File: src/rtl/alu_sched_pkg.sv
// Shared definitions for the ALU request scheduler: opcodes, FSM state
// encoding, default datapath width and the response flag bundle.
package alu_sched_pkg;

  localparam int unsigned DEFAULT_WIDTH = 8;
  localparam int unsigned OPC_W         = 4;

  localparam logic [OPC_W-1:0] OP_ADD = 4'd0;
  localparam logic [OPC_W-1:0] OP_SUB = 4'd1;
  localparam logic [OPC_W-1:0] OP_AND = 4'd2;
  localparam logic [OPC_W-1:0] OP_OR  = 4'd3;
  localparam logic [OPC_W-1:0] OP_MUL = 4'd4;

  typedef enum logic [1:0] {
    ST_IDLE = 2'd0,
    ST_EXEC = 2'd1,
    ST_RESP = 2'd2
  } state_e;

  typedef struct packed {
    logic carry;
    logic zero;
    logic sign;
    logic err;
  } alu_flags_t;

endpackage

File: src/rtl/alu_core.sv
// Purely combinational ALU shared by all requesters.
// Ports:
//   opcode  - operation select (ADD/SUB/AND/OR/MUL, others illegal)
//   input1  - operand A
//   input2  - operand B
//   result  - WIDTH-bit truncated result (0 on illegal opcode)
//   carry   - ADD carry-out, SUB borrow, MUL high-half non-zero
//   zero    - result == 0
//   sign    - result MSB
//   err     - illegal opcode
module alu_core
  import alu_sched_pkg::*;
#(
  parameter int unsigned WIDTH = DEFAULT_WIDTH
) (
  input  logic [OPC_W-1:0] opcode,
  input  logic [WIDTH-1:0] input1,
  input  logic [WIDTH-1:0] input2,
  output logic [WIDTH-1:0] result,
  output logic             carry,
  output logic             zero,
  output logic             sign,
  output logic             err
);

  localparam int unsigned PW = 2 * WIDTH;

  logic [WIDTH:0] sum;
  logic [PW-1:0]  prod;

  assign sum  = {1'b0, input1} + {1'b0, input2};
  assign prod = PW'(input1) * PW'(input2);

  // Result/carry select; flags derive from the selected result.
  always_comb begin
    result = '0;
    carry  = 1'b0;
    err    = 1'b0;
    case (opcode)
      OP_ADD: begin
        result = sum[WIDTH-1:0];
        carry  = sum[WIDTH];
      end
      OP_SUB: begin
        result = input1 - input2;
        carry  = (input1 < input2);
      end
      OP_AND: result = input1 & input2;
      OP_OR:  result = input1 | input2;
      OP_MUL: begin
        result = prod[WIDTH-1:0];
        carry  = |prod[PW-1:WIDTH];
      end
      default: err = 1'b1;
    endcase
    zero = (result == '0);
    sign = result[WIDTH-1];
  end

endmodule

File: src/rtl/alu_req_scheduler.sv
// Round-robin scheduler sharing one ALU among NUM_REQ requesters.
// Ports:
//   clk, rst_n       - clock, asynchronous active-low reset
//   reqValid/Ready   - per-requester request handshake (reqReady one-hot,
//                      combinational in the grant cycle)
//   reqOpcode        - packed 4-bit opcodes, slice i for requester i
//   reqInput1/2      - packed WIDTH-bit operands
//   rspValid/Ready   - response handshake
//   rspId            - owner of the response
//   result, *Flag    - registered ALU result and flags
//   busy             - scheduler is executing or holding a response
module alu_req_scheduler
  import alu_sched_pkg::*;
#(
  parameter int unsigned WIDTH      = DEFAULT_WIDTH,
  parameter int unsigned NUM_REQ    = 4,
  parameter int unsigned ID_W       = $clog2(NUM_REQ),
  parameter int unsigned MUL_CYCLES = 2
) (
  input  logic                       clk,
  input  logic                       rst_n,
  input  logic [NUM_REQ-1:0]         reqValid,
  output logic [NUM_REQ-1:0]         reqReady,
  input  logic [OPC_W*NUM_REQ-1:0]   reqOpcode,
  input  logic [WIDTH*NUM_REQ-1:0]   reqInput1,
  input  logic [WIDTH*NUM_REQ-1:0]   reqInput2,
  output logic                       rspValid,
  input  logic                       rspReady,
  output logic [ID_W-1:0]            rspId,
  output logic [WIDTH-1:0]           result,
  output logic                       carryFlag,
  output logic                       zeroFlag,
  output logic                       signFlag,
  output logic                       errFlag,
  output logic                       busy
);

  localparam int unsigned CNT_W = (MUL_CYCLES > 1) ? $clog2(MUL_CYCLES) : 1;

  state_e           state_q;
  logic [ID_W-1:0]  rr_ptr_q;
  logic [CNT_W-1:0] cnt_q;
  logic [OPC_W-1:0] op_q;
  logic [WIDTH-1:0] a_q;
  logic [WIDTH-1:0] b_q;
  logic [ID_W-1:0]  id_q;
  logic             rsp_valid_q;
  logic [ID_W-1:0]  rsp_id_q;
  logic [WIDTH-1:0] result_q;
  alu_flags_t       flags_q;
  logic             busy_q;

  logic             grant_vld;
  logic [ID_W-1:0]  grant_idx;
  int               scan_idx;
  logic [OPC_W-1:0] sel_op;
  logic [WIDTH-1:0] sel_a;
  logic [WIDTH-1:0] sel_b;
  logic [ID_W-1:0]  rr_ptr_d;
  logic [CNT_W-1:0] cnt_init_d;

  logic [WIDTH-1:0] alu_result;
  logic             alu_carry;
  logic             alu_zero;
  logic             alu_sign;
  logic             alu_err;

  // Rotating-priority search; scanning backwards lets the requester
  // closest to rr_ptr_q overwrite any farther candidate.
  always_comb begin
    grant_vld = 1'b0;
    grant_idx = '0;
    scan_idx  = 0;
    for (int k = int'(NUM_REQ) - 1; k >= 0; k--) begin
      scan_idx = (int'(rr_ptr_q) + k) % int'(NUM_REQ);
      if (reqValid[ID_W'(scan_idx)]) begin
        grant_vld = 1'b1;
        grant_idx = ID_W'(scan_idx);
      end
    end
  end

  // Operand mux for the granted requester.
  always_comb begin
    sel_op = '0;
    sel_a  = '0;
    sel_b  = '0;
    for (int i = 0; i < int'(NUM_REQ); i++) begin
      if (grant_idx == ID_W'(i)) begin
        sel_op = reqOpcode[i*OPC_W +: OPC_W];
        sel_a  = reqInput1[i*WIDTH +: WIDTH];
        sel_b  = reqInput2[i*WIDTH +: WIDTH];
      end
    end
  end

  // Grant is only offered from IDLE and never while reset is asserted.
  always_comb begin
    reqReady = '0;
    if (rst_n && (state_q == ST_IDLE) && grant_vld) begin
      reqReady[grant_idx] = 1'b1;
    end
  end

  assign rr_ptr_d   = (grant_idx == ID_W'(NUM_REQ - 1)) ? '0 : grant_idx + ID_W'(1);
  assign cnt_init_d = (sel_op == OP_MUL) ? CNT_W'(MUL_CYCLES - 1) : '0;

  alu_core #(
    .WIDTH (WIDTH)
  ) u_alu_core (
    .opcode (op_q),
    .input1 (a_q),
    .input2 (b_q),
    .result (alu_result),
    .carry  (alu_carry),
    .zero   (alu_zero),
    .sign   (alu_sign),
    .err    (alu_err)
  );

  // Scheduler FSM with registered response outputs.
  always_ff @(posedge clk or negedge rst_n) begin
    if (!rst_n) begin
      state_q     <= ST_IDLE;
      rr_ptr_q    <= '0;
      cnt_q       <= '0;
      op_q        <= '0;
      a_q         <= '0;
      b_q         <= '0;
      id_q        <= '0;
      rsp_valid_q <= 1'b0;
      rsp_id_q    <= '0;
      result_q    <= '0;
      flags_q     <= '0;
      busy_q      <= 1'b0;
    end else begin
      case (state_q)
        ST_IDLE: begin
          if (grant_vld) begin
            op_q     <= sel_op;
            a_q      <= sel_a;
            b_q      <= sel_b;
            id_q     <= grant_idx;
            rr_ptr_q <= rr_ptr_d;
            cnt_q    <= cnt_init_d;
            state_q  <= ST_EXEC;
            busy_q   <= 1'b1;
          end
        end
        ST_EXEC: begin
          if (cnt_q == '0) begin
            result_q    <= alu_result;
            flags_q     <= '{carry: alu_carry, zero: alu_zero, sign: alu_sign, err: alu_err};
            rsp_id_q    <= id_q;
            rsp_valid_q <= 1'b1;
            state_q     <= ST_RESP;
          end else begin
            cnt_q <= cnt_q - CNT_W'(1);
          end
        end
        ST_RESP: begin
          if (rspReady) begin
            rsp_valid_q <= 1'b0;
            state_q     <= ST_IDLE;
            busy_q      <= 1'b0;
          end
        end
        default: begin
          rsp_valid_q <= 1'b0;
          state_q     <= ST_IDLE;
          busy_q      <= 1'b0;
        end
      endcase
    end
  end

  assign rspValid  = rsp_valid_q;
  assign rspId     = rsp_id_q;
  assign result    = result_q;
  assign carryFlag = flags_q.carry;
  assign zeroFlag  = flags_q.zero;
  assign signFlag  = flags_q.sign;
  assign errFlag   = flags_q.err;
  assign busy      = busy_q;

endmodule

File: config.mk
export PLATFORM = sky130hd
export DESIGN_NAME = alu_req_scheduler
export DESIGN_NICKNAME = d
export VERILOG_FILES = /design/src/rtl/alu_sched_pkg.sv /design/src/rtl/alu_core.sv /design/src/rtl/alu_req_scheduler.sv
export SDC_FILE = /design/constraint.sdc
export NUM_CORES = 1
export LEC_CHECK = 0
export ABC_AREA = 1
export CORE_AREA = 2 2 126 128
export DETAILED_ROUTE_END_ITERATION = 10
export DIE_AREA = 0 0 128 130
export GPL_ROUTABILITY_DRIVEN = 0
export HOLD_SLACK_MARGIN = 0.03
export PLACE_DENSITY_LB_ADDON = 0.2
export SLEW_MARGIN = 0
export SYNTH_ARGS = -nofsm -noshare
export SYNTH_HDL_FRONTEND = slang
export SYNTH_SLANG_ARGS = --single-unit
File: constraint.sdc
create_clock -name clk -period 4.9 [get_ports clk]
set_clock_uncertainty 0.1 [all_clocks]
set_input_delay 0.49 -clock clk [delete_from_list [all_inputs] [get_ports clk]]
set_output_delay 0.49 -clock clk [all_outputs]
set_load 0.01 [all_outputs]
==> results of run 1 <==
[cells by family after synthesis]
family,after synthesis
flip-flops,42
AND/OR/NAND/NOR,407
XOR/XNOR,2
buffers and inverters,215
AO/OA/AOI/OAI,136
adder cells (fa/ha/maj),102
[layer usage]
metal  vias to the layer above  track usage, %  part of all wire, %
met1                      2551            27.6                   48
met5                         -               0                    0
met2                       183            33.2                   45
li1                       2990               -                    -
met4                         0            3.30                 0.91
met3                        12            3.28                  6.5
[cell usage in the layout (no fill, tap or decap), drive strengths merged, types with 3 or more instances in the layout]
cell / netlist / routed
clkbuf: 28 / 5
a21oi: 42 / 42
o31ai: 4 / 4
inv: 174 / 175
nor3: 4 / 4
ha: 64 / 64
nand2: 255 / 255
dfrtp: 42 / 42
or2: 9 / 9
o21ai: 62 / 62
nand4: 14 / 14
nand3: 64 / 64
buf: 13 / 12
fa: 38 / 38
nand3b: 3 / 3
o211ai: 19 / 19
clkdlybuf4s50: 0 / 105
nor2: 58 / 58
[critical path: stages (launching register included)]
cell	delay, ns
sky130_fd_sc_hd__dfrtp_1	0.54
sky130_fd_sc_hd__ha_1	0.33
sky130_fd_sc_hd__fa_1	0.55
sky130_fd_sc_hd__inv_1	0.05
sky130_fd_sc_hd__fa_1	0.48
sky130_fd_sc_hd__fa_1	0.53
sky130_fd_sc_hd__fa_1	0.55
sky130_fd_sc_hd__inv_1	0.04
sky130_fd_sc_hd__ha_1	0.35
sky130_fd_sc_hd__nand2_1	0.14
sky130_fd_sc_hd__inv_1	0.05
sky130_fd_sc_hd__nand2_1	0.07
sky130_fd_sc_hd__nand2_1	0.06
sky130_fd_sc_hd__nand2_1	0.08
sky130_fd_sc_hd__nand3_1	0.07
sky130_fd_sc_hd__nand2_1	0.06
sky130_fd_sc_hd__nand2_1	0.04
sky130_fd_sc_hd__nor2_1	0.12
sky130_fd_sc_hd__nand3_1	0.09
sky130_fd_sc_hd__nand2_1	0.06
sky130_fd_sc_hd__a21oi_1	0.05
[worst max-delay path by stage]
stage | end | slack, ns
6_report | carryFlag$_DFFE_PN0P_ | 0.35
5_1_grt | zeroFlag$_DFFE_PN0P_ | 0.03
4_1_cts | zeroFlag$_DFFE_PN0P_ | 0.28
3_5_place_dp | zeroFlag$_DFFE_PN0P_ | 0.31
3_3_place_gp | zeroFlag$_DFFE_PN0P_ | 0.29
2_1_floorplan | carryFlag$_DFFE_PN0P_ | 0.72
[Yosys cell counts, types with 2 or more instances]
| cell type | number | area (sq um) |
|---|---|---|
| sky130_fd_sc_hd__nand2_1 | 254 | 953 |
| sky130_fd_sc_hd__inv_1 | 169 | 634 |
| sky130_fd_sc_hd__ha_1 | 64 | 801 |
| sky130_fd_sc_hd__nand3_1 | 61 | 305 |
| sky130_fd_sc_hd__nor2_1 | 54 | 203 |
| sky130_fd_sc_hd__o21ai_0 | 46 | 230 |
| sky130_fd_sc_hd__a21oi_1 | 42 | 210 |
| sky130_fd_sc_hd__dfrtp_1 | 42 | 1050 |
| sky130_fd_sc_hd__fa_1 | 38 | 761 |
| sky130_fd_sc_hd__clkbuf_1 | 27 | 101 |
| sky130_fd_sc_hd__nand4_1 | 14 | 87.6 |
| sky130_fd_sc_hd__o211ai_1 | 10 | 75.1 |
| sky130_fd_sc_hd__o211ai_2 | 9 | 113 |
| sky130_fd_sc_hd__o21ai_2 | 9 | 78.8 |
| sky130_fd_sc_hd__buf_2 | 7 | 35.0 |
| sky130_fd_sc_hd__o21ai_1 | 7 | 35.0 |
| sky130_fd_sc_hd__or2_2 | 6 | 37.5 |
| sky130_fd_sc_hd__inv_2 | 5 | 18.8 |
| sky130_fd_sc_hd__nor2_2 | 4 | 25.0 |
| sky130_fd_sc_hd__o31ai_1 | 4 | 30.0 |
| sky130_fd_sc_hd__nand3_2 | 3 | 30.0 |
| sky130_fd_sc_hd__nand3b_1 | 3 | 22.5 |
| sky130_fd_sc_hd__nor3_1 | 3 | 15.0 |
| sky130_fd_sc_hd__or2_1 | 3 | 18.8 |
| sky130_fd_sc_hd__a31oi_1 | 2 | 12.5 |
| sky130_fd_sc_hd__buf_1 | 2 | 7.51 |
| sky130_fd_sc_hd__buf_6 | 2 | 22.5 |
| sky130_fd_sc_hd__o21bai_1 | 2 | 15.0 |
| sky130_fd_sc_hd__xnor2_1 | 2 | 17.5 |
[sequential cells by signal, summed over array words and instances (netlist names)]
| name | cells |
|---|---|
| busy | 1 |
| rspValid | 1 |
| a_q | 8 |
| carryFlag | 1 |
| errFlag | 1 |
| cnt_q | 1 |
| op_q | 4 |
| rspId | 2 |
| zeroFlag | 1 |
| rr_ptr_q | 2 |
| state_q | 2 |
| b_q | 8 |
| result | 8 |
| id_q | 2 |
[per-stage QoR]
stage               setup slack [ns]  instances  hold WS, ns
floorplan                      0.716        904       0.0944
global placement               0.294       1172        0.364
detailed placement             0.314       1172        0.367
CTS                            0.279       1180        0.190
global route                  0.0324       1180        0.221
finish                         0.354       1180        0.174
[timing repair]
item / CTS / global route
resized for setup: 0 / 1
endpoints found under the setup margin: 0 / 1
hold endpoints to repair: 0 / 0
[cell type report]
cell class | count | area (sq um)
inverter | 174 | 653
fill | 1544 | 8060
tap | 192 | 240
timing repair buffer | 117 | 1140
clock inverter | 3 | 23.8
sequential | 42 | 1050
multi-input combinational | 647 | 4130
clock buffer | 5 | 125
==> out/results.ini, run 1 <==
[outcome]
run_status = completed

[clock_tree]
root_buffer = sky130_fd_sc_hd__clkbuf_16
h-tree-depth = 2
worst_skew_pair.late_latency_ns = 0.29
cts.reportedPaths.clkPinSlew_ns = 0.07
cts_buffer_depth = 2
hold_buffers = 0
setup_bufs_post_cts = 0
cts_buffers = 5
tritoncts = yes
cts_num_sinks = 42

[synth]
synth-compound-area-share_pct = 13.9
post_synthesis_share_of_cell_area_spent_on_and_or_nand_and_nor_gates_pct = 28.4
fraction_of_synthesized_cell_area_in_xor_and_xnor_cells_pct = 0.291
async_flop_share_pct = 100
synth.cell_area_sq_um = 6030
postSynthRegisterBits = 42
synth_fa_ha_area_share_pct = 25.9
yosysWarningCount = 0
yosys-mux-area-fraction_pct = 0
syn_nets = 1093
synth_enable_flop_cells = 0
avgSynthCellArea_sq_um = 6.67
synth_top_family_by_area = simple AND/OR/NAND/NOR gates
synthDistinctLibCells = 39
seq_area_frac_synth_pct = 17.4
dominantRegCellSynth = sky130_fd_sc_hd__dfrtp_1
synth_cells = 904

[final_layout]
utilization_pct = 47.7
nNetsFinal = 1176
layout-drive-gt1-share_pct = 5.97
area_growth_syn_to_layout_pct = 22.1
n_antenna_cell = 0
final_design_area_no_fill_sq_um = 7360

[placement]
io_buffers = 106
dpl_cell_area_sq_um = 7210
hpwlAfterDp_mm = 13.6

[floorplanning]
floorplan.die.width_um = 128
rows = 46
floorplan.die_area_sq_um = 16600
initial_utilization_pct = 39.1
die_height_um = 130
placeableCoreArea_sq_um = 15400
floorplan.io_pins = 107

[drt]
route.detailed.vias_per_inst = 4.86
drc_errors = 0
dr_total_vias = 5736
residual_antenna_violating_net_count_after_detailed_routing = 0
initialDrtViolationCount = 254
drt-total-wl_mm = 16.3
avgRoutedWirePerCell_um = 13.8
firstDrtPassIters = 5

[hold_path]
min_path_type = in2async

[setup_path]
worst_setup_path_startpoint = a_q[4]$_DFFE_PN0P_
r2r_start = a_q[4]$_DFFE_PN0P_
worst-setup-path-type = reg2reg
timing.critical_path.fanout_max = 10
arrival_time_worst_endpoint_ns = 4.63
reg2reg_to = carryFlag$_DFFE_PN0P_
reg2reg_depth = 20
cp-start-kind = flip-flop
type_of_destination_of_the_critical_path = flip-flop
required_ns = 4.98
regToRegSetupSlack_ns = 0.35

[timing]
timing.final.crit_period_ns = 4.55
timing.final.crit_share_pct = 92.8
hold_violations = 0
timing.slew.headroom_pct = 47.5
rsz0062_at_grt = no
slew_viol_final = 0
setup_tns_ns = 0
setup_viol_count_final = 0
max_freq_ghz = 0.220
worst_slew_pin_slew_ns = 0.784

[global_route]
grt_overflow_total = 0
grt_max_degree = 44
antenna_violations_before_repair = 0
gr-usage-all-layers_pct = 19.9
first_global_vias = 5533
grt_pass1_wl_mm = 26.7

[job]
cap_violations = 0

Power of run 1 is left out: the tool's default activity adds up to more than one toggle a clock period on the data nets, which glitch-free logic cannot reach.
==> run 2: changes to the inputs <==
Settings changed: CORE_AREA 2 2 126 128 to 2 2 113 115, DIE_AREA 0 0 128 130 to 0 0 115 117, SLEW_MARGIN 0 to 20.
==> run 2 against run 1 <==
Against the previous run: register-to-register slack gained 0.03 ns; sequential share of layout area grew 0.13 points; worst hold slack got worse by 0.013 ns; critical endpoint unchanged; cell count fell by 3.7%.
==> out/results.ini, run 2 (synthesis results as in run 1) <==
[outcome]
run_status = completed

[global_route]
grt_max_degree = 44  ; unchanged
grt.met2_usage_pct = 40.6  ; +7.4 points
grt_overflow_total = 0  ; unchanged
use_met3_pct = 4.17  ; +0.89 points
first_global_vias = 5506  ; -0.49%
grt_pass1_wl_mm = 26.4  ; -1.3%
antenna_violations_before_repair = 0  ; unchanged
grt_util_met1_pct = 33.9  ; +6.3 points
gr-usage-all-layers_pct = 24.6  ; +4.7 points
grt_most_used_layer = met2

[timing]
worst_slew_pin_slew_ns = 0.692  ; -0.0928 ns
max_freq_ghz = 0.221  ; +0.61%
worst_slack_ns = 0.382  ; +0.0277 ns
setup_viol_count_final = 0  ; unchanged
setup_tns_ns = 0  ; unchanged
timing.final.crit_share_pct = 92.2  ; -0.57 points
timing.final.crit_period_ns = 4.52  ; -0.0277 ns
timing.slew.headroom_pct = 53.7  ; +6.2 points
slew_viol_final = 0  ; unchanged
hold_violations = 0  ; unchanged
rsz0062_at_grt = no

[drt]
initialDrtViolationCount = 380  ; +50%
avgRoutedWirePerCell_um = 14.0  ; +1.5%
firstDrtPassIters = 5  ; unchanged
drc_errors = 0  ; unchanged
route.detailed.vias_per_inst = 5.14  ; +5.8%
dr_total_vias = 5841  ; +1.8%
residual_antenna_violating_net_count_after_detailed_routing = 0  ; unchanged
drt-total-wl_mm = 15.9  ; -2.3%

[placement]
hpwlAfterDp_mm = 13.1  ; -3.3%
dpl_cell_area_sq_um = 7150  ; -0.94%
placement.setup.worst_slack_ns = 0.354  ; +0.0394 ns
io_buffers = 106  ; unchanged

[job]
cap_violations = 0  ; unchanged

[final_layout]
layout-drive-gt1-share_pct = 5.58  ; -0.39 points
most-common-layout-cells = sky130_fd_sc_hd__nand2_1, sky130_fd_sc_hd__inv_1, sky130_fd_sc_hd__clkdlybuf4s50_1
most_common_cell_after_layout_fill_and_taps_aside = sky130_fd_sc_hd__nand2_1
n_antenna_cell = 0  ; unchanged
nNetsFinal = 1174  ; -0.17%
area_growth_syn_to_layout_pct = 20.9
final_design_area_no_fill_sq_um = 7290  ; -1.0%

[floorplanning]
rows = 41  ; -11%
floorplan.io_pins = 107  ; unchanged
die_height_um = 117  ; -10%
floorplan.die_area_sq_um = 13500  ; -19%
initial_utilization_pct = 49.0  ; +9.9 points
placeableCoreArea_sq_um = 12300  ; -20%
floorplan.die.width_um = 115  ; -10%

[clock_tree]
worst_skew_pair.late_latency_ns = 0.29  ; about the same
setup_bufs_post_cts = 0  ; unchanged
cts.reportedPaths.clkPinSlew_ns = 0.06  ; about the same
cts_num_sinks = 42  ; unchanged
cts_buffers = 5  ; unchanged
tritoncts = yes
h-tree-depth = 2  ; unchanged
root_buffer = sky130_fd_sc_hd__clkbuf_16
post_cts_resize_count = 0  ; unchanged
cts_buffer_depth = 2  ; unchanged
hold_buffers = 0  ; unchanged

[setup_path]
timing.critical_path.fanout_max = 10  ; unchanged
cp-start-kind = flip-flop
type_of_destination_of_the_critical_path = flip-flop
arrival_time_worst_endpoint_ns = 4.59  ; -0.04 ns
worst-setup-path-type = reg2reg
required_ns = 4.98  ; about the same

[hold_path]
min_path_type = in2async

## run 2: changes by cell type in the layout (fill, tap and decap cells not counted)
cell                         before  now
sky130_fd_sc_hd__dfrtp_2          1    0
sky130_fd_sc_hd__clkinv_2         0    1
sky130_fd_sc_hd__clkinv_4         0    1
sky130_fd_sc_hd__inv_6            1    0
sky130_fd_sc_hd__buf_4           11    9
sky130_fd_sc_hd__dfrtp_1         41   42
sky130_fd_sc_hd__clkinvlp_4       2    0
sky130_fd_sc_hd__clkbuf_1         0    1
## run 2: per-layer routing
layer / routed length, um / share of wire [%]
met1: 7570 / 48
met2: 7090 / 45
met3: 1010 / 6.4
met4: 255 / 1.6
met5: 0 / 0
## run 2: layout make-up
type	count	area [sq um]
inverter	174	653
multi-input combinational	647	4130
sequential	42	1050
timing repair buffer	115	1120
tap	150	188
fill	1186	5020
clock inverter	2	13.8
clock buffer	6	129
## run 2: metrics by stage
stage                     hold slack, ns  util (%)  instances
after floorplan                   0.0944         -        904
after global placement             0.359      58.0       1128
after detailed placement           0.362      58.0       1128
after CTS                          0.188      59.2       1136
after global routing               0.215      59.2       1136
final                              0.161      59.2       1136
## run 2: critical path, stage by stage, from the launching register on
cell and delay [ns]:
sky130_fd_sc_hd__dfrtp_1 0.51, sky130_fd_sc_hd__ha_1 0.32, sky130_fd_sc_hd__fa_1 0.54, sky130_fd_sc_hd__inv_1 0.05
sky130_fd_sc_hd__fa_1 0.47, sky130_fd_sc_hd__fa_1 0.52, sky130_fd_sc_hd__fa_1 0.55, sky130_fd_sc_hd__inv_1 0.04
sky130_fd_sc_hd__ha_1 0.35, sky130_fd_sc_hd__nand2_1 0.16, sky130_fd_sc_hd__inv_1 0.05, sky130_fd_sc_hd__nand2_1 0.08
sky130_fd_sc_hd__nand2_1 0.07, sky130_fd_sc_hd__nand2_1 0.08, sky130_fd_sc_hd__nand3_1 0.07, sky130_fd_sc_hd__nand2_1 0.06
sky130_fd_sc_hd__nand2_1 0.04, sky130_fd_sc_hd__nor2_1 0.12, sky130_fd_sc_hd__nand3_1 0.10, sky130_fd_sc_hd__nand2_1 0.07
sky130_fd_sc_hd__a21oi_1 0.06
## run 2: final timing paths
check,cells after the start,start,end,slack (ns)
setup / recovery,20,a_q[4]$_DFFE_PN0P_,carryFlag$_DFFE_PN0P_,0.38
hold / removal,2,rst_n,rspId[1]$_DFFE_PN0P_,0.16
setup reg to reg,20,a_q[4]$_DFFE_PN0P_,carryFlag$_DFFE_PN0P_,0.38
hold reg to reg,2,zeroFlag$_DFFE_PN0P_,zeroFlag$_DFFE_PN0P_,0.38
max in group asynchronous,2,rst_n,a_q[4]$_DFFE_PN0P_,4.16
min in group clk,2,zeroFlag$_DFFE_PN0P_,zeroFlag$_DFFE_PN0P_,0.38
Power of run 2 is left out for the same reason.
==> run 3: changes to the inputs <==
--- a/config.mk
+++ b/config.mk
@@ -13,4 +13,5 @@
 export HOLD_SLACK_MARGIN = 0.03
 export PLACE_DENSITY_LB_ADDON = 0.2
+export SKIP_CTS_REPAIR_TIMING = 1
 export SLEW_MARGIN = 20
 export SYNTH_ARGS = -nofsm -noshare
==> constraint.sdc (replaced) <==
create_clock -name clk -period 5 [get_ports clk]
set_clock_uncertainty 0.1 [all_clocks]
set_input_delay 0.5 -clock clk [delete_from_list [all_inputs] [get_ports clk]]
set_output_delay 0.5 -clock clk [all_outputs]
set_load 0.005 [all_outputs]
==> run 3 against run 2 <==
Against the previous run: final area is essentially flat; largest cell class unchanged; clock-buffer cell count fell by 1; die area unchanged; first-iteration DRC count rose by 37%; cell count barely moved; register-to-register slack improved by 0.08 ns; worst setup slack better by 0.079 ns; routed wire length decreased by 0.12%; sequential share of layout area is essentially flat; fmax down 0.46%; via count rose by 1.1%; critical path type unchanged.
==> out/results.ini, run 3 (synthesis results as in run 1) <==
[timing]
rsz0062_at_grt = no
timing.final.crit_period_ns = 4.54  ; +0.0210 ns
slew_viol_final = 0  ; unchanged
worst_slew_pin_slew_ns = 0.686  ; -0.00501 ns
timing.slew.headroom_pct = 54.1  ; +0.34 points
setup_tns_ns = 0  ; unchanged
setup_viol_count_final = 0  ; unchanged
timing.final.crit_share_pct = 90.8  ; -1.4 points
final.hold.worst_slack_ns = 0.226  ; +0.0646 ns
max_freq_ghz = 0.220  ; -0.46%
hold_violations = 0  ; unchanged

[hold_path]
min_path_type = in2async

[setup_path]
required_ns = 5.08  ; +0.10 ns
arrival_time_worst_endpoint_ns = 4.62  ; +0.03 ns
worst_setup_path_startpoint = a_q[4]$_DFFE_PN0P_
timing.critical_path.fanout_max = 10  ; unchanged
cp-start-kind = flip-flop
r2r_start = a_q[4]$_DFFE_PN0P_
type_of_destination_of_the_critical_path = flip-flop
worst-setup-path-type = reg2reg

[global_route]
grt_pass1_wl_mm = 27.3  ; +3.3%
grt_overflow_total = 0  ; unchanged
grt_max_degree = 43  ; -2.3%
antenna_violations_before_repair = 0  ; unchanged
first_global_vias = 5728  ; +4.0%
gr-usage-all-layers_pct = 25.1  ; +0.55 points

[floorplanning]
floorplan.die.width_um = 115  ; unchanged
placeableCoreArea_sq_um = 12300  ; unchanged
rows = 41  ; unchanged
die_height_um = 117  ; unchanged
initial_utilization_pct = 49.0  ; unchanged
floorplan.io_pins = 107  ; unchanged
floorplan.die_area_sq_um = 13500  ; unchanged

[final_layout]
nNetsFinal = 1173  ; -0.085%
layout-drive-gt1-share_pct = 5.58  ; +0.0057 points
multiInputGateArea_sq_um = 4130  ; unchanged
n_antenna_cell = 0  ; unchanged
fill_cells = 1195  ; +0.76%
area_growth_syn_to_layout_pct = 20.8  ; about the same
final_design_area_no_fill_sq_um = 7290  ; about the same
seqCellArea_sq_um = 1050  ; unchanged
most-common-layout-cells = sky130_fd_sc_hd__nand2_1, sky130_fd_sc_hd__inv_1, sky130_fd_sc_hd__clkdlybuf4s50_1
most_common_cell_after_layout_fill_and_taps_aside = sky130_fd_sc_hd__nand2_1

[placement]
io_buffers = 106  ; unchanged
dpl_cell_area_sq_um = 7140  ; -0.10%
hpwlAfterDp_mm = 13.1  ; about the same

[drt]
residual_antenna_violating_net_count_after_detailed_routing = 0  ; unchanged
route.detailed.vias_per_inst = 5.20  ; +1.2%
dr_total_vias = 5903  ; +1.1%
firstDrtPassIters = 5  ; unchanged
initialDrtViolationCount = 520  ; +37%
drc_errors = 0  ; unchanged
avgRoutedWirePerCell_um = 14.0  ; about the same
drt-total-wl_mm = 15.9  ; -0.12%

[clock_tree]
h-tree-depth = 2  ; unchanged
cts_num_sinks = 42  ; unchanged
cts_buffers = 5  ; unchanged
cts.reportedPaths.clkPinSlew_ns = 0.07  ; about the same
cts_buffer_depth = 2  ; unchanged
tritoncts = yes
worst_skew_pair.late_latency_ns = 0.29  ; about the same
root_buffer = sky130_fd_sc_hd__clkbuf_16

[outcome]
run_status = completed

[job]
cap_violations = 0  ; unchanged

## run 3: changes by cell type in the layout (fill, tap and decap cells not counted), sizes merged
cell	delta
buf	-1
clkinvlp	+1
clkbuf	-1
## run 3: through the flow
stage | util (%) | setup WS (ns) | cells
CTS | 59.2 | 0.439 | 1135
finish | 59.2 | 0.461 | 1135
global route | 59.2 | 0.168 | 1135
detailed placement | 58.0 | 0.450 | 1127
floorplan | - | 0.816 | 904
global placement | 58.0 | 0.490 | 1127
## run 3: path summary, 6_finish.rpt
path / endpoint / slack (ns) / cells past startpoint
worst max-delay path: carryFlag$_DFFE_PN0P_ / 0.46 / 20
worst min-delay path: carryFlag$_DFFE_PN0P_ / 0.23 / 2
worst max register to register: carryFlag$_DFFE_PN0P_ / 0.46 / 20
worst min register to register: rspId[1]$_DFFE_PN0P_ / 0.38 / 2
max in group asynchronous: a_q[6]$_DFFE_PN0P_ / 4.20 / 2
min in group clk: rspId[1]$_DFFE_PN0P_ / 0.38 / 2
## run 3: area by class of cell
cell class | instances | share of cell area (%)
multi-input combinational | 647 | 56.7
timing repair buffer | 114 | 15.3
sequential | 42 | 14.4
inverter | 174 | 8.96
tap | 150 | 2.58
clock buffer | 5 | 1.72
clock inverter | 3 | 0.292
## run 3: layer usage
metal / GRT usage (%) / part of all wire, %
met2: 40.6 / 45
met1: 36.4 / 46
met4: 4.34 / 1.2
met5: 0 / 0
met3: 3.86 / 7.4
## run 3: worst max-delay path, stage by stage (launching register included)
cell                      delay [ns]
sky130_fd_sc_hd__dfrtp_1        0.53
sky130_fd_sc_hd__ha_1           0.33
sky130_fd_sc_hd__fa_1           0.54
sky130_fd_sc_hd__inv_1          0.05
sky130_fd_sc_hd__fa_1           0.47
sky130_fd_sc_hd__fa_1           0.52
sky130_fd_sc_hd__fa_1           0.54
sky130_fd_sc_hd__inv_1          0.04
sky130_fd_sc_hd__ha_1           0.35
sky130_fd_sc_hd__nand2_1        0.15
sky130_fd_sc_hd__inv_1          0.05
sky130_fd_sc_hd__nand2_1        0.07
sky130_fd_sc_hd__nand2_1        0.07
sky130_fd_sc_hd__nand2_1        0.08
sky130_fd_sc_hd__nand3_1        0.08
sky130_fd_sc_hd__nand2_1        0.06
sky130_fd_sc_hd__nand2_1        0.04
sky130_fd_sc_hd__nor2_1         0.14
sky130_fd_sc_hd__nand3_1        0.10
sky130_fd_sc_hd__nand2_1        0.07
sky130_fd_sc_hd__a21oi_1        0.06
Power of run 3 is left out for the same reason.
==> variant 1, RTL diff (config.mk and constraints of run 2) <==
The 3 states of `state_e` get a one-hot encoding in 3 bits.
--- a/src/rtl/alu_sched_pkg.sv
+++ b/src/rtl/alu_sched_pkg.sv
@@ -11,10 +11,10 @@
   localparam logic [OPC_W-1:0] OP_OR  = 4'd3;
   localparam logic [OPC_W-1:0] OP_MUL = 4'd4;
 
-  typedef enum logic [1:0] {
-    ST_IDLE = 2'd0,
-    ST_EXEC = 2'd1,
-    ST_RESP = 2'd2
+  typedef enum logic [2:0] {
+    ST_IDLE = 3'b001,
+    ST_EXEC = 3'b010,
+    ST_RESP = 3'b100
   } state_e;
 
   typedef struct packed {
Formal check against the unedited RTL: no difference found for any inputs over 4 cycles, from zero or initial values and one cycle with rst_n low; so few cycles prove little.
==> variant 1 against run 2 <==
Highest routed layer unchanged; wire length is essentially flat; count of clock-buffer cells in the layout is the same; sequential cell count grew 1; critical path type unchanged; synthesized cell count shrank 2.1%; design area shrank 1.2%; synthesized area shrank 1.2%; worst setup slack lost 0.021 ns; critical endpoint unchanged; sequential share of layout area grew 0.53 points.
==> variant 1: results (changes against run 2) <==
- Ys Warns: 0 (unchanged)
- Number of antenna diodes: 0 (unchanged)
- Share of cells above drive strength 1: 2.686% (-2.9 points)
- GRT Util Overall: 24.71% (+0.13 points)
- Status: complete, no violations
- Flop2flop setup slack: 0.36 ns (-0.02 ns)
- PortBufs: 106 (unchanged)
- Initial DRC count: 565 (+49%)
- Met3 WL post-DR: 1.236 mm (+22%)
- Post-layout nets: 1156 (-1.5%)
- Vias in the first global route: 5706 (+3.6%)
- CP max stage cell: fa_1
- Syn_nets: 1074 (-1.7%)
- R2R depth: 19 (-5.0%)
- Most frequent cell after synthesis: nand2_1
- Met1 Wirelength: 7.223 mm (-4.5%)
- Final hold slack: 0.1826 ns (+0.02136 ns)
- Synth cell types: 39 (unchanged)
- Critical path's largest stage delay: 0.55 ns (about the same)
- Top sig layer: met4
- Clk_lat worst skew: 0.29 ns (about the same)
- Worst Hold Class: in -> async
- WL per Instance: 14.25 um (+1.7%)
- 1st-pass router iterations: 5 (unchanged)
- PostCTS Resize Cnt: 0 (unchanged)
- Reported leakage power: approximately 3.8 nW
- Post-synthesis sequential area ratio: 18.09% (+0.66 points)
- Commonest cells in the netlist: nand2_1, inv_1, ha_1
- Final HPWL DP: 13.17 mm (+0.40%)
- Longest Clk Path Bufs: 2 (unchanged)
- Routed wl met2: 7.193 mm (+1.5%)
- Via count: 5812 (-0.50%)
- First-pass GRT wire length: 26.65 mm (+0.94%)
- H-tree level count: 2 (unchanged)
- Main area contributors after synthesis: dfrtp_1, nand2_1, ha_1
- Slew @ Worst Pin: 0.7049 ns (+0.01342 ns)
- Worst-path clk slew: roughly 0.070 ns
- Total CTS buffers: 5 (unchanged)
- Ys flop type: dfrtp_1
- Dpl cell area: 7063 um^2 (-1.2%)
- Root Buffer: clkbuf_16
- FF-to-FF Start: a_q[4]
- WP data arrival: 4.61 ns (+0.02 ns)
- Largest net degree at the start of global routing: 45 (+2.3%)
- Post CTS Setup Buffer Count: 0 (unchanged)
- Crit-path max FO: 10 (unchanged)
- R2r endpoint: carryFlag
[variant 1: cell count changes after synthesis, sizes merged, moves of 6 or more]
cell	before	now
a22oi	0	17
a21oi	42	28
nand2	255	248
nand3	64	51
o21ai	62	51
nor2	58	52
o211ai	19	33
[variant 1: logic make-up (layout without fill, tap and decap cells)]
kind of cell               after synthesis  in the layout  share of synthesized area [%]
AOI/OAI and AO/OA                      138            138                          14.29
xor gates and xnor gates                 3              3                         0.4413
and+or+nand+nor                        380            380                          26.39
adders and majority gates              102            102                          26.22
buffers and inverters                  219            302                          14.58
DFF                                     43             43                          18.09
[variant 1: worst max-delay path, delay by kind of cell (launching register included)]
family                     cells  cell delay (ns)
adders and majority gates      6             2.73
and+or+nand+nor               10             0.92
buffers and inverters          2             0.09
AOI/OAI and AO/OA              1             0.06
DFF                            1             0.51
[variant 1: area by class of cell]
| class | instances | area (um^2) |
|---|---|---|
| fill | 1185 | 5107 |
| multi-input combinational | 623 | 4010 |
| timing repair buffer | 113 | 1109 |
| sequential | 43 | 1077 |
| inverter | 181 | 679.4 |
| tap | 150 | 187.7 |
| clock buffer | 6 | 128.9 |
| clock inverter | 2 | 12.51 |
[variant 1: how the worst max path moves through the flow]
stage                start        end  slack, ns
floorplan           a_q[1]  carryFlag       0.70
global placement    a_q[4]  carryFlag       0.40
detailed placement  a_q[4]  carryFlag       0.38
CTS                 a_q[4]  carryFlag       0.37
global route        b_q[4]  carryFlag       0.11
finish              a_q[4]  carryFlag       0.36
[variant 1: routing by layer]
layer	vias up	GRT usage (%)
met5	-	0
met3	21	3.450
met4	0	5.783
met2	236	41.02
li1	2959	-
met1	2596	34.45
[variant 1: power by group]
group / switching, mW / total (mW) / internal, mW
registers: 0.239 / 0.764 / 0.526
logic: 2.80 / 4.45 / 1.65
clock network: 0.147 / 0.336 / 0.189
total: 3.18 / 5.55 / 2.37
[variant 1: per-stage QoR]
| stage | utilization (%) | instances | setup WS (ns) |
|---|---|---|---|
| after floorplan | - | 885 | 0.6998 |
| after global placement | 57.37 | 1110 | 0.4028 |
| after detailed placement | 57.37 | 1110 | 0.3778 |
| after CTS | 58.52 | 1118 | 0.3748 |
| after global routing | 58.52 | 1118 | 0.1073 |
| final | 58.52 | 1118 | 0.3608 |
==> variant 2, RTL diff (flow settings as in run 2) <==
Without the edit above. `DEFAULT_WIDTH`: 8 -> 7.
--- a/src/rtl/alu_sched_pkg.sv
+++ b/src/rtl/alu_sched_pkg.sv
@@ -2,7 +2,7 @@
 // encoding, default datapath width and the response flag bundle.
 package alu_sched_pkg;
 
-  localparam int unsigned DEFAULT_WIDTH = 8;
+  localparam int unsigned DEFAULT_WIDTH = 7;
   localparam int unsigned OPC_W         = 4;
 
   localparam logic [OPC_W-1:0] OP_ADD = 4'd0;
Interface: changed (resized reqInput1, reqInput2 and result); port bits go from 107 to 98. No check against the original RTL was run, so the function may have changed too.
==> variant 2 against run 2 <==
First-iteration DRC count increased by 0.79%; maximum frequency increased by 2.4%; non-clock buffer count decreased by 12; design area decreased by 14%; wire length decreased by 16%; sequential cell count decreased by 3; global-route usage decreased by 4.3 points; worst setup slack improved by 0.10 ns; synthesized area decreased by 16%; critical path type unchanged; critical endpoint unchanged; largest cell class unchanged.
==> variant 2: results (changes against run 2) <==
- PortBufs: 97 (-8.5%)
- Met1 Wirelength: 6.237 mm (-18%)
- First-pass GRT wire length: 22.00 mm (-17%)
- Post-synthesis sequential area ratio: 19.32% (+1.9 points)
- Asr flop ratio synth: 100.0% (unchanged)
- Place WS: 0.4938 ns (+0.1400 ns)
- Dpl cell area: 6135 um^2 (-14%)
- Fin cells: 963 (-15%)
- Final HPWL DP: 10.92 mm (-17%)
- Via count: 4965 (-15%)
- Reported leakage power: roughly 3.3 nW
- Average size of a mapped cell: 6.998 um^2 (+4.9%)
- Commonest cells in the netlist: nand2_1, inv_1, ha_1
- Grt met3 use: 2.987% (-1.2 points)
- Largest net degree at the start of global routing: 41 (-6.8%)
- Initial DRC count: 383 (+0.79%)
- Status: complete, no violations
- Crit-path max FO: 8 (-2)
- H-tree level count: 2 (unchanged)
- Met3 WL post-DR: 882 um (-13%)
- Synth cell types: 43 (+10%)
- Routed wl met2: 5.946 mm (-16%)
- GRT met1 Usage: 28.43% (-5.5 points)
- GRT Util Overall: 20.29% (-4.3 points)
- WP data arrival: 4.49 ns (-0.10 ns)
- Slew @ Worst Pin: 0.6925 ns (+0.0009720 ns)
- Syn_nets: 884 (-19%)
- Post-layout nets: 974 (-17%)
- Met2 GRT Util: 32.78% (-7.8 points)
- Main area contributors after synthesis: dfrtp_1, nand2_1, ha_1
- Share of cells above drive strength 1: 6.150% (+0.57 points)
- Final WL: 13.33 mm (-16%)
- Vias in the first global route: 4700 (-15%)
variant 2: cell count changes in the layout (fill, tap and decap cells not counted), moves of 9 or more:
cell and delta:
nor2_1 -19, o211ai_1 +11, nand2_1 -60, a21oi_1 -16
inv_1 -30, a22oi_1 +14, fa_1 -12, nand3_1 -21
clkdlybuf4s50_1 -9
variant 2: kinds of logic (layout without fill, tap and decap cells):
logic type      count (synthesis)  in the layout  synth area share [%]
simple gates                  306            306                 25.83
compound gates                128            128                 16.79
buf+inv                       161            252                 12.78
flops                          39             39                 19.32
xor+xnor                        5              5                0.8669
fa+ha+maj                      83             83                 24.42
variant 2: layout make-up:
class	instances	area, um^2
clock buffer	6	128.9
clock inverter	2	12.51
fill	1190	6036
inverter	141	529.3
multi-input combinational	522	3431
sequential	39	975.9
tap	150	187.7
timing repair buffer	103	1011
variant 2: path summary, 6_finish.rpt:
path	depth (start not counted)	to	slack (ns)	start
max	19	carryFlag	0.49	b_q[3]
min	2	carryFlag	0.16	rst_n
max reg2reg	19	carryFlag	0.49	b_q[3]
min reg2reg	2	result[2]	0.38	result[2]
max in group asynchronous	2	a_q[4]	4.18	rst_n
min in group clk	2	result[2]	0.38	result[2]
variant 2: worst max-delay path: cells and delay by family, from the launching register on:
kind	cells	cell delay, ns
AND/OR/NAND/NOR	10	0.87
AO/OA/AOI/OAI	1	0.06
flip-flops	1	0.51
buffers and inverters	2	0.10
adder cells (fa/ha/maj)	6	2.66
variant 2: report_power, final:
group          internal [mW]  leakage (nW)  switching (mW)  total, mW
Sequential             0.476         0.489           0.219      0.696
Combinational           1.39          2.72            2.25       3.64
Clock                  0.188        0.0669           0.144      0.332
